File: config.mk
export PLATFORM = sky130hd
export DESIGN_NAME = hazard_ctrl
export DESIGN_NICKNAME = d
export VERILOG_FILES = /design/src/rtl/pipe_ctrl_pkg.sv /design/src/rtl/mdu_busy_ctr.sv /design/src/rtl/hazard_ctrl.sv
export SDC_FILE = /design/constraint.sdc
export NUM_CORES = 1
export LEC_CHECK = 0
export CORE_MARGIN = 5
export CORE_UTILIZATION = 29
export DETAILED_ROUTE_END_ITERATION = 8
export PLACE_DENSITY_LB_ADDON = 0.08
export SYNTH_ARGS = -nofsm -noshare
export SYNTH_HDL_FRONTEND = slang
export SYNTH_SLANG_ARGS = --single-unit
File: constraint.sdc
create_clock -name clkIn -period 1.7 [get_ports clkIn]
set_input_delay 0.34 -clock clkIn [delete_from_list [all_inputs] [get_ports clkIn]]
set_output_delay 0.34 -clock clkIn [all_outputs]
set_load 0.01 [all_outputs]
File: src/rtl/pipe_ctrl_pkg.sv
// Shared encodings for the pipeline hazard/redirect controller:
// AddrMUX select codes, controller state and register-index width.
package pipe_ctrl_pkg;

    localparam int REG_IDX_W  = 5;
    localparam int ADDR_SEL_W = 3;

    typedef logic [ADDR_SEL_W-1:0] addr_sel_t;

    localparam addr_sel_t ADDR_PC4    = 3'd0;
    localparam addr_sel_t ADDR_BRANCH = 3'd1;
    localparam addr_sel_t ADDR_JUMP   = 3'd2;
    localparam addr_sel_t ADDR_JR     = 3'd3;
    localparam addr_sel_t ADDR_EXC    = 3'd4;
    localparam addr_sel_t ADDR_EPC    = 3'd5;

    typedef enum logic {
        ST_RUN     = 1'b0,
        ST_HANDLER = 1'b1
    } ctrl_state_e;

endpackage

File: src/rtl/mdu_busy_ctr.sv
// Multiply/divide busy tracker: loads LAT on start, counts down to zero and holds there.
module mdu_busy_ctr #(
    parameter int LAT = 4
) (
    input  logic clk,
    input  logic rst_n,
    input  logic load_i,
    output logic busy_o
);

    localparam int CW = $clog2(LAT + 1);

    logic [CW-1:0] cnt_q;
    logic [CW-1:0] cnt_d;

    // A restart while busy simply reloads the full latency.
    always_comb begin
        cnt_d = cnt_q;
        if (load_i) begin
            cnt_d = CW'(LAT);
        end else if (cnt_q != '0) begin
            cnt_d = cnt_q - CW'(1);
        end
    end

    always_ff @(posedge clk or negedge rst_n) begin
        if (!rst_n) begin
            cnt_q <= '0;
        end else begin
            cnt_q <= cnt_d;
        end
    end

    assign busy_o = (cnt_q != '0);

endmodule

File: src/rtl/hazard_ctrl.sv
// Stall/flush/next-PC sequencer for the 5-stage pipeline (branches resolve in ID).
// Define HAZARD_PERF_EN to add the stall and redirect cycle counters.
module hazard_ctrl
    import pipe_ctrl_pkg::*;
#(
    parameter int MDU_LAT = 4
`ifdef HAZARD_PERF_EN
    ,
    parameter int CNT_W   = 32
`endif
) (
    input  logic                  clkIn,
    input  logic                  resetIn,
    input  logic [REG_IDX_W-1:0]  idRsIn,
    input  logic [REG_IDX_W-1:0]  idRtIn,
    input  logic                  idUsesRtIn,
    input  logic [REG_IDX_W-1:0]  exRtIn,
    input  logic                  exMemReadIn,
    input  logic                  idBranchTkIn,
    input  logic                  idJumpIn,
    input  logic                  idJrIn,
    input  logic                  idEretIn,
    input  logic                  idMduUseIn,
    input  logic                  exMduStartIn,
    input  logic                  exExcIn,
    output logic                  pcStallOut,
    output logic                  pcFlushOut,
    output logic [ADDR_SEL_W-1:0] addrSelOut,
    output logic                  ifidStallOut,
    output logic                  ifidFlushOut,
    output logic                  idexFlushOut,
    output logic                  exmemFlushOut,
    output logic                  mduBusyOut,
    output ctrl_state_e           dbgStateOut
`ifdef HAZARD_PERF_EN
    ,
    output logic [CNT_W-1:0]      stallCntOut,
    output logic [CNT_W-1:0]      flushCntOut
`endif
);

    ctrl_state_e state_q;
    ctrl_state_e state_d;

    logic mdu_busy;
    logic load_use;
    logic mdu_haz;
    logic exc_take;
    logic hold;
    logic eret_take;

    logic      pc_stall;
    logic      pc_flush;
    addr_sel_t addr_sel;
    logic      ifid_stall;
    logic      ifid_flush;
    logic      idex_flush;
    logic      exmem_flush;

    // An exception in EX squashes the MDU start issued by that same instruction.
    mdu_busy_ctr #(
        .LAT (MDU_LAT)
    ) u_mdu_busy_ctr (
        .clk    (clkIn),
        .rst_n  (resetIn),
        .load_i (exMduStartIn && !exc_take),
        .busy_o (mdu_busy)
    );

    always_comb begin
        load_use  = exMemReadIn && (exRtIn != '0) &&
                    ((exRtIn == idRsIn) || (idUsesRtIn && (exRtIn == idRtIn)));
        mdu_haz   = idMduUseIn && mdu_busy;
        exc_take  = exExcIn && (state_q == ST_RUN);
        hold      = !exc_take && (load_use || mdu_haz);
        eret_take = !exc_take && !hold && idEretIn && (state_q == ST_HANDLER);
    end

    always_ff @(posedge clkIn or negedge resetIn) begin
        if (!resetIn) begin
            state_q <= ST_RUN;
        end else begin
            state_q <= state_d;
        end
    end

    always_comb begin
        state_d = state_q;
        if (exc_take) begin
            state_d = ST_HANDLER;
        end else if (eret_take) begin
            state_d = ST_RUN;
        end
    end

    // Priority chain: exception, data hazards, then ID redirects (eret > jr > jump > branch).
    always_comb begin
        pc_stall    = 1'b0;
        pc_flush    = 1'b0;
        addr_sel    = ADDR_PC4;
        ifid_stall  = 1'b0;
        ifid_flush  = 1'b0;
        idex_flush  = 1'b0;
        exmem_flush = 1'b0;
        if (exc_take) begin
            pc_flush    = 1'b1;
            addr_sel    = ADDR_EXC;
            ifid_flush  = 1'b1;
            idex_flush  = 1'b1;
            exmem_flush = 1'b1;
        end else if (hold) begin
            pc_stall   = 1'b1;
            ifid_stall = 1'b1;
            idex_flush = 1'b1;
        end else if (eret_take) begin
            pc_flush   = 1'b1;
            addr_sel   = ADDR_EPC;
            ifid_flush = 1'b1;
        end else if (idJrIn) begin
            pc_flush   = 1'b1;
            addr_sel   = ADDR_JR;
            ifid_flush = 1'b1;
        end else if (idJumpIn) begin
            pc_flush   = 1'b1;
            addr_sel   = ADDR_JUMP;
            ifid_flush = 1'b1;
        end else if (idBranchTkIn) begin
            pc_flush   = 1'b1;
            addr_sel   = ADDR_BRANCH;
            ifid_flush = 1'b1;
        end
    end

    // All controls read as zero while reset is asserted.
    assign pcStallOut    = pc_stall && resetIn;
    assign pcFlushOut    = pc_flush && resetIn;
    assign addrSelOut    = resetIn ? addr_sel : ADDR_PC4;
    assign ifidStallOut  = ifid_stall && resetIn;
    assign ifidFlushOut  = ifid_flush && resetIn;
    assign idexFlushOut  = idex_flush && resetIn;
    assign exmemFlushOut = exmem_flush && resetIn;
    assign mduBusyOut    = mdu_busy && resetIn;
    assign dbgStateOut   = state_q;

`ifdef HAZARD_PERF_EN
    logic [CNT_W-1:0] stall_cnt_q;
    logic [CNT_W-1:0] stall_cnt_d;
    logic [CNT_W-1:0] flush_cnt_q;
    logic [CNT_W-1:0] flush_cnt_d;

    always_comb begin
        stall_cnt_d = stall_cnt_q + CNT_W'(pc_stall);
        flush_cnt_d = flush_cnt_q + CNT_W'(pc_flush);
    end

    always_ff @(posedge clkIn or negedge resetIn) begin
        if (!resetIn) begin
            stall_cnt_q <= '0;
            flush_cnt_q <= '0;
        end else begin
            stall_cnt_q <= stall_cnt_d;
            flush_cnt_q <= flush_cnt_d;
        end
    end

    assign stallCntOut = stall_cnt_q;
    assign flushCntOut = flush_cnt_q;
`endif

endmodule
* After elaboration in Yosys (flattened, before gate mapping)
Index checks and enable logic that the tools add are counted.
** Word-level totals
- Output and inout port bits :: 11
- Logic and storage cells :: 50
- Register bits :: 4
- Input port bits :: 26
** Cells by class
- Muxes and demuxes :: 21
- Equal/unequal tests :: 2
- Bitwise operators :: 1
- Reduce and logical (&&, ||, !) cells :: 23
- $add $sub $neg :: 1
** Operators by type and width (count)
- two-way mux 3 bit :: 6
- logical AND 1 bit :: 15
- two-way mux 1 bit :: 13
- equality test 5 bit :: 2
- nonzero test 5 bit :: 1
- two-way mux 2 bit :: 2
- nonzero test 2 bit :: 2
- nonzero test 3 bit :: 1
- subtractor 3 x 1 -> 3 bit (second input constant) :: 1
- zero test 1 bit :: 2
- logical OR 1 bit :: 2
- NOT 1 bit :: 1

* Depth between registers and ports, before layout
- Depth after elaboration :: 14
- Gate-level depth with buffers :: 7

* Cells and area by module
A second synthesis with hierarchy kept.
** Second synthesis, totals
- Cell total of the unflattened synthesis :: 55
- Area, all modules :: 478.0 um2
** By module, submodules not included
- hazard_ctrl :: area an instance 300.3 um2, cells an instance 39, instances 1
- mdu_busy_ctr :: area an instance 177.7 um2, cells an instance 16, instances 1

* Worst setup path before layout
OpenSTA, ideal clock, no wires.
- Kind :: input -> output
- From :: in exRtIn[3]
- To :: out pcFlushOut
- Arrival :: 1.699 ns
- Slack :: -0.339 ns
- Stages on the path :: 5
- Buffers on the path :: 1
- Path through :: or4_4 o21ai_2 a21oi_2 o31ai_1 buf_4
** Between the ends
- Word-level cells in the longest chain between the ends :: 14
** RTL lines
- start, declared :: RTL line hazard_ctrl.sv:17 : input logic [REG_IDX_W-1:0] exRtIn,
- equality test 5 bit :: RTL line hazard_ctrl.sv:72 : ((exRtIn == idRsIn) || (idUsesRtIn && (exRtIn == idRtIn)));
- logical AND 1 bit :: RTL line hazard_ctrl.sv:72
- logical OR 1 bit :: RTL line hazard_ctrl.sv:72
- logical AND 1 bit * :: RTL line hazard_ctrl.sv:71 : load_use = exMemReadIn && (exRtIn != '0) &&
- logical OR 1 bit * :: RTL line hazard_ctrl.sv:75 : hold = !exc_take && (load_use || mdu_haz);
- logical AND 1 bit * :: RTL line hazard_ctrl.sv:75
- zero test 1 bit :: RTL line hazard_ctrl.sv:76 : eret_take = !exc_take && !hold && idEretIn && (state_q == ST_HANDLER);
- logical AND 1 bit (3 in a row) :: RTL line hazard_ctrl.sv:76
- two-way mux 1 bit
- two-way mux 1 bit * (2 in a row)
- logical AND 1 bit *
- end, declared :: RTL line hazard_ctrl.sv:27 : output logic pcFlushOut,
Every way passes the cells marked *; elsewhere a longest branch is shown, timed or not.

* Worst setup path in the final report
- From :: in exRtIn[1]
- To :: out idexFlushOut
** Between the ends
- Word-level cells in the longest chain between the ends :: 9
** RTL lines
- equality test 5 bit :: RTL line hazard_ctrl.sv:72
- logical AND 1 bit :: RTL line hazard_ctrl.sv:72
- logical OR 1 bit :: RTL line hazard_ctrl.sv:72
- logical AND 1 bit * :: RTL line hazard_ctrl.sv:71
- logical OR 1 bit * :: RTL line hazard_ctrl.sv:75
- logical AND 1 bit * :: RTL line hazard_ctrl.sv:75
- two-way mux 1 bit * :: RTL line hazard_ctrl.sv:111 : end else if (hold) begin
- two-way mux 1 bit * :: RTL line hazard_ctrl.sv:105 : if (exc_take) begin
- logical AND 1 bit * :: RTL line hazard_ctrl.sv:140 : assign idexFlushOut = idex_flush && resetIn;
- end, declared :: RTL line hazard_ctrl.sv:31 : output logic idexFlushOut,
Marks and branches as above.

==> impl_metrics.csv <==
group,metric,value,unit
outcome,outcome,"finished with violations",
outcome,violations_in_the_final_reports,"negative setup slack",
timing,maxSlewHeadroom,0.804,
clocking,cts-buffers-inserted,3,
timing,worst-slew-pin-transition,0.294,ns
timing,fin_crit_sh,1.19,
worst_setup_path,setup.worst_path.end_class,"output port",
die,io_pins,37,
timing,post-route-worst-setup-slack,-0.324,ns
layout,areaGrowthSynthToFinish,138,%
placed_design,port_buffers,36,
clocking,clockRootBuffer,"sky130_fd_sc_hd__clkbuf_4",
route,drc_viols,0,
route,wl,1750,µm
route,detailed_route_via_count,660,
logic_synthesis,synth.area.top_cells,"sky130_fd_sc_hd__dfrtp_1 (21%), sky130_fd_sc_hd__xor2_1 (13%), sky130_fd_sc_hd__xnor2_1 (7.5%), sky130_fd_sc_hd__ha_1 (5.3%), sky130_fd_sc_hd__nand2_1 (4.8%)",
logic_synthesis,mappedNetlistArea,469,µm²
flow_run,max_cap_violations,0,
logic_synthesis,synth-seq-cells,4,
placed_design,pre_cts_ws,-1.17,ns
timing,maxSlewViolCount,0,
global_route,number_of_global_route_vias_before_repair,636,
global_route,groute.usage.overall,0.131,
die,die_w,50.2,µm
logic_synthesis,seq_area_frac_synth,0.213,
placed_design,gp_routability_congestion,0.759,
clocking,cts_tree,"built",
clocking,clock_latency_on_the_worst_skew_pair,0.24,ns
timing,timing.clock.skew,0.00356,ns
die,placementRows,14,
layout,antenna_cells,0,
timing,hold_ws,0.207,ns
route,first_iter_violations,6,
worst_setup_path,worst-path-max-fanout,3,
global_route,maximum_number_of_pins_on_one_net_before_global_route_repair,6,
logic_synthesis,synth_edf_count,0,
power,post-layout-total-power,0.930,mW
clocking,h-tree-depth,1,
die,initial_core_util,0.308,
timing,finalSetupViolCount,8,
logic_synthesis,yosys_most_used_dff,"sky130_fd_sc_hd__dfrtp_1",
global_route,gr-total-overflow,0,
power,leakage,0.547,nW
power,pwr-share-clk,0.134,
die,core,1520,µm²
layout,drive_above_1_share,0.517,
power,total_switching_power,0.343,mW
layout,nets,150,
logic_synthesis,yosys.cell_types.count,27,
logic_synthesis,postSynthAreaPerCell,8.09,µm²
worst_setup_path,arrival,1.68,ns
power,power_density,834,nW/µm²
worst_setup_path,r2r_setup_slack,0.39,ns
power,power_frac_comb,0.679,
route,route.detailed.wl_per_inst,12.8,µm
worst_setup_path,required,1.36,ns
worst_setup_path,path_class,"in -> out",
power,vdd_drop_max,0.786,mV
placed_design,dpl.hpwl,1350,µm
die,die_height,50.2,µm
route,via_per_inst,4.85,
logic_synthesis,synth_nets,86,
route,drtAntennaViolNets,0,
placed_design,placedInstanceArea,1020,µm²
timing,rsz_0062_raised_after_global_routing,"true",
timing,fmax,494,MHz
layout,num-fill-cells,120,
clocking,hold_buffers,0,
power,power.share.sequential,0.186,
route,drt-pass1-iter-count,4,
logic_synthesis,yosysMostFrequentCell,"sky130_fd_sc_hd__xor2_1",
clocking,cts.sinks,4,
logic_synthesis,post_synth_inst_count,58,
logic_synthesis,post_synth_arst_share,1.00,
placed_design,dpl.cell_count,127,
die,fp.dieArea,2520,µm²
clocking,worst_setup_hold_path_clk_slew,0.04,ns
worst_hold_path,worst_hold_path_type,"in -> async",
power,p_int,0.587,mW
timing,final_hold_viol_count,0,
logic_synthesis,synth_commonest_cells,"sky130_fd_sc_hd__xor2_1 (7), sky130_fd_sc_hd__nand2_1 (6), sky130_fd_sc_hd__inv_1 (5)",
logic_synthesis,yosys.area.top_type,"sky130_fd_sc_hd__dfrtp_1",
global_route,grt_antenna_before_repair,0,
timing,period_minus_slack,2.02,ns
layout,final-instance-count-excl-fill,136,
global_route,grt_pass1_wl,2620,µm
clocking,ctsLongestPathBuffers,2,
layout,design_area,1120,µm²
power,p_sw_frac,0.369,
logic_synthesis,synthDominantCellAreaShare,0.213,
worst_setup_path,timing.critical_path.from_type,"input pin",
logic_synthesis,yosysWarningCount,0,
-- power groups by stage --
| stage | Combinational, mW | Clock (mW) | Sequential (mW) |
|---|---|---|---|
| floorplan | 0.251 | 0 | 0.165 |
| global placement | 0.550 | 0 | 0.160 |
| detailed placement | 0.561 | 0 | 0.161 |
| CTS | 0.570 | 0.132 | 0.166 |
| global route | 0.676 | 0.140 | 0.179 |
| finish | 0.632 | 0.125 | 0.173 |
-- per-layer routing --
metal / vias up / track usage / wire, µm / share of wire
met3: 4 / 0.0414 / 187 / 0.11
met2: 31 / 0.213 / 854 / 0.49
met1: 292 / 0.148 / 678 / 0.39
li1: 333 / - / - / -
met4: 0 / 0.0786 / 27 / 0.015
met5: - / 0 / 0 / 0
-- critical path, cell delays in order --
cell and delay (ns):
sky130_fd_sc_hd__buf_8 0.10, sky130_fd_sc_hd__or4_4 0.54, sky130_fd_sc_hd__o21ai_4 0.15, sky130_fd_sc_hd__a21oi_4 0.06, sky130_fd_sc_hd__buf_6 0.12, sky130_fd_sc_hd__o31a_1 0.23, sky130_fd_sc_hd__buf_2 0.14
-- final cells by class --
| cell class | instances | area [µm²] | area share |
|---|---|---|---|
| multi-input combinational | 47 | 417 | 0.373 |
| timing repair buffer | 61 | 537 | 0.481 |
| clock buffer | 3 | 22.5 | 0.0202 |
| inverter | 5 | 18.8 | 0.0168 |
| sequential | 4 | 101 | 0.0908 |
| tap | 16 | 20.0 | 0.0179 |
-- final timing paths --
path	from	end	cells after the start
min	resetIn	u_mdu_busy_ctr.cnt_q[2]$_DFFE_PN0P_	2
max reg2reg	u_mdu_busy_ctr.cnt_q[1]$_DFFE_PN0P_	dbgStateOut$_DFFE_PN0P_	5
max in group asynchronous	resetIn	dbgStateOut$_DFFE_PN0P_	3
min reg2reg	u_mdu_busy_ctr.cnt_q[2]$_DFFE_PN0P_	u_mdu_busy_ctr.cnt_q[2]$_DFFE_PN0P_	2
max	exRtIn[1]	idexFlushOut	7
min in group clkIn	exExcIn	dbgStateOut$_DFFE_PN0P_	2
-- layout by cell type (no fill, tap or decap), types with 2 or more instances in the layout --
cell | netlist | layout
sky130_fd_sc_hd__buf_4 | 2 | 20
sky130_fd_sc_hd__buf_6 | 0 | 11
sky130_fd_sc_hd__buf_2 | 0 | 10
sky130_fd_sc_hd__clkdlybuf4s50_1 | 0 | 8
sky130_fd_sc_hd__xor2_1 | 7 | 7
sky130_fd_sc_hd__xnor2_1 | 4 | 4
sky130_fd_sc_hd__nand2_1 | 6 | 4
sky130_fd_sc_hd__dlymetal6s2s_1 | 0 | 4
sky130_fd_sc_hd__inv_1 | 5 | 3
sky130_fd_sc_hd__clkbuf_4 | 0 | 3
sky130_fd_sc_hd__dlygate4sd2_1 | 0 | 3
sky130_fd_sc_hd__clkdlybuf4s15_1 | 0 | 3
sky130_fd_sc_hd__dfrtp_1 | 4 | 3
sky130_fd_sc_hd__inv_2 | 0 | 2
sky130_fd_sc_hd__nand3_1 | 2 | 2
sky130_fd_sc_hd__nand2_2 | 0 | 2
sky130_fd_sc_hd__o21ai_0 | 3 | 2
sky130_fd_sc_hd__nor4_2 | 0 | 2
sky130_fd_sc_hd__a221oi_1 | 2 | 2
sky130_fd_sc_hd__nor2_1 | 2 | 2
-- state kept, by name, indices dropped and copies added (netlist names) --
signal                count
dbgStateOut               1
u_mdu_busy_ctr.cnt_q      3
-- timing repair --
item / 4_1_cts / 5_1_grt
hold endpoints to repair: 0 / 0
endpoints found under the setup margin: 11 / 9
buffers inserted: 4 / 2
pin swaps: 14 / 11
resized for setup: 96 / 15
-- cell families (layout without fill, tap and decap cells) --
group,count (synthesis),count (layout),synth area share
adder cells (fa/ha/maj),2,2,0.0533
AND/OR/NAND/NOR,20,20,0.227
AO/OA/AOI/OAI,14,14,0.229
XOR/XNOR,11,11,0.205
buffers and inverters,7,69,0.0720
flip-flops,4,4,0.213
-- stage by stage --
stage / TNS, ns / utilization
3_3_place_gp: -9.81 / 0.668
4_1_cts: -2.45 / 0.695
6_report: -2.28 / 0.732
3_5_place_dp: -9.80 / 0.668
5_1_grt: -2.72 / 0.732
2_1_floorplan: -0.487 / -
Note: power is estimated with default switching activity, not from simulation.
